`src/rtl/lc3_sat_counter.sv`:
```
// Up-counter with enable and synchronous clear; with SAT set it holds at
// all-ones, otherwise it wraps naturally.
module lc3_sat_counter #(
    parameter int W   = 8,
    parameter bit SAT = 1'b1
) (
    input  logic         clk,
    input  logic         rst_n,
    input  logic         i_en,
    input  logic         i_clr,
    output logic [W-1:0] o_cnt
);

    logic [W-1:0] r_cnt;
    logic         w_at_max;

    assign w_at_max = SAT && (&r_cnt);
    assign o_cnt    = r_cnt;

    always_ff @(posedge clk or negedge rst_n) begin
        if (!rst_n) begin
            r_cnt <= '0;
        end else if (i_clr) begin
            r_cnt <= '0;
        end else if (i_en && !w_at_max) begin
            r_cnt <= r_cnt + 1'b1;
        end
    end

endmodule

```
`config.mk`:
```
export PLATFORM = sky130hd
export DESIGN_NAME = lc3_sat_counter
export DESIGN_NICKNAME = d
export VERILOG_FILES = /design/src/rtl/lc3_sat_counter.sv
export SDC_FILE = /design/constraint.sdc
export NUM_CORES = 1
export LEC_CHECK = 0
export CORE_AREA = 2 2 39 41
export DETAILED_ROUTE_END_ITERATION = 10
export DIE_AREA = 0 0 41 43
export GPL_TIMING_DRIVEN = 0
export PLACE_DENSITY = 0.61
export SLEW_MARGIN = 20
export SYNTH_ARGS = -nofsm -noshare
export SYNTH_HDL_FRONTEND = slang
export SYNTH_SLANG_ARGS = --single-unit
```
`constraint.sdc`:
```
create_clock -name clk -period 2.21 [get_ports clk]
set_input_delay 0.442 -clock clk [delete_from_list [all_inputs] [get_ports clk]]
set_output_delay 0.442 -clock clk [all_outputs]
set_load 0.005 [all_outputs]
```
==> out/metrics.yaml, run 1 <==
route:
  drc: 0
  viasPerCell: 5.60
  wire_per_inst_um: 13.6
  drtIter0Drc: 2
  vias: 431
  dr.pass1.iters: 2
  ant_nets: 0
  drt-total-wl_um: 1050
timing:
  setup_viol: 0
  finalCritPeriodShare_pct: 77.5
  fin_crit_ns: 1.71
  hold_violations: 0
  fin_hold_ws_ns: 0.462
  max_freq_mhz: 584
  rsz0062_at_grt: "no"
  setup_tns_ns: 0
  slew_violations: 0
  fin_ws_ns: 0.497
  tightest_slew_ns: 0.419
  slew_headroom_pct: 72.1
  fin_worst_skew_ns: 0.000784
status:
  status: "completed"
die:
  start_util_pct: 36.5
  fp.dieW_um: 41
  placement_rows: 14
  die_area_um2: 1760
  die_h_um: 43
  fp.coreArea_um2: 1380
  ioPinCount: 12
power:
  pwr-share-seq_pct: 50.8
  p_int_w: 0.000232
  combPwrFrac_pct: 11.0
  ir_drop_mv: 0.215
  leakagePower_nw: 0.265
  p_per_area_nw_per_um2: 465
  power_frac_clock_pct: 38.2
  p_sw_w: 0.0000741
  p_sw_share_pct: 24.2
global_routing:
  grt_max_degree: 11
  antenna_found_initial: 0
  first_global_vias: 419
  overflow: 0
  grt_pass1_wl_um: 1790
  track_usage_pct: 15.3
clocking:
  post_cts_resized: 0
  cts_buffer_depth: 2
  cts_made_buffers: 3
  cts_root_buf: "clkbuf_4"
  hold_buffers: 0
  postCtsSetupRepairBufs: 0
  cts.sinks: 8
  worstSkewPairLatency_ns: 0.26
  htreeDepth: 1
  path_clk_slew_ns: 0.06
  cts_tree: "done"
synthesis:
  synth_commonest_cells: "dfrtp_1 (8), mux2_4 (4), nor2_1 (4), nor2b_1 (4)"
  netlist.area_leader.share_pct: 39.6
  synthArstFlopShare_pct: 100
  synth_area_leaders: "dfrtp_1 (40%), mux2_4 (12%), nor2b_1 (5.0%), a21oi_2 (3.5%), and4_1 (3.5%)"
  syn_area_per_cell_um2: 10.8
  synth_flop_cell: "dfrtp_1"
  synth_cells: 47
  yosysTopAreaCell: "dfrtp_1"
  netlist_area_um2: 505
  synthesis.nets: 52
  synth-edff-count: 0
  synth_seq_cells: 8
  synth.most_common_cell: "dfrtp_1"
  yosysSeqAreaShare_pct: 39.6
  yosys_warnings: 0
  yosysUniqueCellTypes: 25
placed_design:
  post-place-ws_ns: 0.329
  routabilityCongestion: 0.684
  io_buffers: 11
  hpwl_um: 744
setup_path:
  path_delay_family: "buffers and inverters"
  crit_fanout: 7
  end_kind: "primary output"
  worstSetupPathType: "reg -> out"
  reg2reg_from: "o_cnt[0]"
  crit_slowest_cell: "clkdlybuf4s50_1"
  critPathBufInv: 1
  startpoint: "o_cnt[7]"
  worstPathRequired_ns: 1.77
  crit_path_start_kind: "register"
  worstPathCellList: "clkdlybuf4s50_1"
  worstPathArrival_ns: 1.27
  max_stage_delay_ns: 0.55
layout:
  n_antenna_cell: 0
  syn2layout_area_growth_pct: 30.2
  nets: 68
  nFillCells: 153
  multi_input_area_um2: 290
  drive_above_1_share_pct: 21.3
  final_util_pct: 47.6
  largest_register_ffs: 8
  ff_latch_area_um2: 200
job:
  max-cap-violations: 0
hold_path:
  min_path_type: "in -> async"
## cell type report
class,count,share of cell area (%)
plain buffers,2,2.28
clock buffers,3,3.42
multi-input cells,37,44.1
flip-flops and latches,8,30.4
well taps,16,3.04
repair buffers,11,16.7
## power groups by stage
stage                logic, W  registers (W)  clock network [W]
floorplan           0.0000145       0.000157                  0
global placement    0.0000340       0.000158                  0
detailed placement  0.0000343       0.000158                  0
CTS                 0.0000344       0.000155           0.000120
global route        0.0000381       0.000156           0.000127
finish              0.0000335       0.000155           0.000117
## kinds of logic (layout without fill, tap and decap cells)
group,Yosys count,in the layout,synth area share (%)
buffers and inverters,2,16,2.97
DFF,8,8,39.6
adders and majority gates,1,1,2.47
and+or+nand+nor,21,21,24.5
muxes,5,5,13.9
AOI/OAI and AO/OA,10,10,16.6
## per-stage QoR
stage	cells	power [W]	cell area, um^2
after floorplan	47	0.000172	505
after global placement	74	0.000192	636
after detailed placement	74	0.000192	636
after CTS	77	0.000310	658
after global routing	77	0.000321	658
final	77	0.000306	658
## worst paths after layout
path,end,slack [ns],depth (start not counted)
worst max-delay path,o_cnt[7],0.50,1
worst min-delay path,o_cnt[4],0.46,1
worst max register to register,o_cnt[5],0.57,4
worst min register to register,o_cnt[6],0.61,2
max in group asynchronous,o_cnt[3],1.49,1
min in group clk,o_cnt[6],0.61,2
## cells in the final DEF (no fill, tap or decap), drive strengths merged
master / Yosys / final
nand3: 1 / 1
buf: 1 / 1
mux2i: 1 / 1
ha: 1 / 1
and3: 2 / 2
nor4bb: 1 / 1
dfrtp: 8 / 8
a211oi: 2 / 2
and4: 2 / 2
clkdlybuf4s50: 0 / 11
mux2: 4 / 4
nand4: 2 / 2
nand2: 2 / 2
nand2b: 2 / 2
nor2: 4 / 4
a41oi: 1 / 1
clkbuf: 1 / 4
nor3: 1 / 1
a21oi: 4 / 4
a21boi: 2 / 2
a311oi: 1 / 1
nor2b: 4 / 4
## per-layer routing
layer  GRT usage, %  up-vias  part of all wire (%)
met4           10.0        0                   2.8
li1               -      209                     -
met2           22.8       12                    45
met5              0        -                     0
met1           18.7      205                    48
met3           3.14        5                   5.0
(Power assumes the default switching activity.)
==> inputs of run 2 (changes only) <==
--- a/config.mk
+++ b/config.mk
@@ -9,7 +9,7 @@
 export DETAILED_ROUTE_END_ITERATION = 10
 export DIE_AREA = 0 0 41 43
 export GPL_TIMING_DRIVEN = 0
-export PLACE_DENSITY = 0.61
+export PLACE_DENSITY = 0.63
 export SLEW_MARGIN = 20
 export SYNTH_ARGS = -nofsm -noshare
 export SYNTH_HDL_FRONTEND = slang
==> constraint.sdc (replaced) <==
create_clock -name clk -period 1.56 [get_ports clk]
set_input_delay 0.312 -clock clk [delete_from_list [all_inputs] [get_ports clk]]
set_output_delay 0.312 -clock clk [all_outputs]
set_load 0.005 [all_outputs]
==> out/metrics.yaml, run 2 (synthesis results as in run 1) <==
die:
  fp.coreArea_um2: 1380  # unchanged
  placement_rows: 14  # unchanged
  die_h_um: 43  # unchanged
  start_util_pct: 36.5  # unchanged
  fp.dieW_um: 41  # unchanged
  ioPinCount: 12  # unchanged
  die_area_um2: 1760  # unchanged
setup_path:
  crit_slowest_cell: "dfrtp_2"
  reg2reg_from: "o_cnt[0]"
  crit_path_start_kind: "register"
  worstPathArrival_ns: 1.66  # +0.39 ns
  end_kind: "register"
  worstSetupPathType: "reg -> reg"
  cp-endpoint: "o_cnt[5]"
  startpoint: "o_cnt[0]"
  r2r-end: "o_cnt[5]"
  critPathBufInv: 0  # -1
  max_stage_delay_ns: 0.44  # -0.11 ns
  worstPathCellList: "ha_2, and3_4, a211oi_4, mux2_4"
  reg2regPathDepth: 4  # unchanged
  crit_fanout: 6  # -1
  worstPathRequired_ns: 1.70  # -0.07 ns
  cp_num_cells: 4  # +3
  path_delay_family: "flip-flops"
  rrSetupSlack_ns: 0.04  # -0.53 ns
timing:
  setup_viol: 0  # unchanged
  tightest_slew_ns: 0.392  # -0.0268 ns
  slew_headroom_pct: 73.9  # +1.8 points
  max_freq_mhz: 657
  hold_violations: 0  # unchanged
  slew_violations: 0  # unchanged
  fin_worst_skew_ns: 0.00176  # +0.000972 ns
  fin_crit_ns: 1.52
  fin_ws_ns: 0.0381  # -0.458 ns
  finalCritPeriodShare_pct: 97.6
placed_design:
  routabilityCongestion: 0.693  # +1.3%
  io_buffers: 11  # unchanged
  placed_area_um2: 636  # unchanged
  post-place-ws_ns: -0.181  # -0.509 ns
  hpwl_um: 714  # -4.0%
route:
  wire_per_inst_um: 13.2  # -3.5%
  drt-total-wl_um: 1070  # +1.5%
  ant_nets: 0  # unchanged
  vias: 423  # -1.9%
  dr.pass1.iters: 2  # unchanged
  drtIter0Drc: 1  # -1
  drc: 0  # unchanged
  viasPerCell: 5.22  # -6.7%
hold_path:
  min_path_type: "in -> async"
layout:
  nets: 72  # +5.9%
  mostFrequentLayoutCell: "clkdlybuf4s50_1"
  drive_above_1_share_pct: 35.4  # +14 points
  multi_input_area_um2: 304  # +4.7%
  n_antenna_cell: 0  # unchanged
  finish.instance_area_um2: 708  # +7.6%
  ff_latch_area_um2: 206  # +3.1%
  nFillCells: 136  # -11%
  largest_register_ffs: 8  # unchanged
  most-common-layout-cells: "clkdlybuf4s50_1 (11), dfrtp_2 (5)"
  syn2layout_area_growth_pct: 40.1
clocking:
  htreeDepth: 1  # unchanged
  cts_tree: "done"
  path_clk_slew_ns: 0.05  # about the same
  cts_buffer_depth: 2  # unchanged
  cts.sinks: 8  # unchanged
  cts_made_buffers: 3  # unchanged
  cts_root_buf: "clkbuf_4"
  hold_buffers: 0  # unchanged
  worstSkewPairLatency_ns: 0.25  # about the same
global_routing:
  grt_max_degree: 11  # unchanged
  antenna_found_initial: 0  # unchanged
  first_global_vias: 375  # -11%
  grt_pass1_wl_um: 1730  # -3.1%
  overflow: 0  # unchanged
  track_usage_pct: 15.1  # -0.13 points
power:
  ir_drop_mv: 0.300  # +39%
  leakagePower_nw: 0.277  # +4.3%
  p_per_area_nw_per_um2: 606  # +30%
job:
  max-cap-violations: 0  # unchanged
status:
  status: "completed"
-- run 2: final cells by class --
class	instances	share of cell area, %
Buffer	2	2.12
Clock buffer	3	3.18
Multi-Input combinational cell	37	42.9
Sequential cell	8	29.2
Tap cell	16	2.83
Timing Repair Buffer	15	19.8
-- run 2: timing repair --
item | in CTS | in global routing
buffers inserted | 0 | 4
cloned | 0 | 0
endpoints found under the setup margin | 4 | 8
pin swaps | 1 | 1
gates resized for setup | 3 | 5
-- run 2: routing by layer --
metal / vias to the layer above / share of wire, % / GRT usage [%]
li1: 215 / - / -
met1: 192 / 49 / 19.5
met2: 12 / 43 / 19.7
met3: 4 / 5.6 / 7.85
met4: 0 / 2.4 / 8.00
met5: - / 0 / 0
-- run 2: power breakdown --
group          internal [W]  switching [W]
combinational     0.0000278      0.0000197
clock             0.0000882      0.0000726
sequential         0.000213     0.00000758
total              0.000329      0.0000999
-- run 2: how the worst min path moves through the flow --
stage             start        to  slack, ns  cells after the start
5_1_grt           rst_n  o_cnt[1]       0.36                      1
2_1_floorplan     rst_n  o_cnt[0]       0.02                      0
4_1_cts           rst_n  o_cnt[6]       0.35                      1
6_report          rst_n  o_cnt[1]       0.34                      1
3_5_place_dp   o_cnt[6]  o_cnt[6]       0.60                      2
3_3_place_gp   o_cnt[1]  o_cnt[1]       0.59                      2
-- run 2: per-stage QoR --
step	utilization (%)	std cells	power [W]	hold slack (ns)	TNS (ns)
floorplan	-	47	0.000243	0.0164	0
global placement	45.9	74	0.000272	0.592	-0.578
detailed placement	45.9	74	0.000271	0.597	-0.586
CTS	47.9	77	0.000434	0.355	0
global route	51.2	81	0.000462	0.360	-0.00572
finish	51.2	81	0.000429	0.340	0
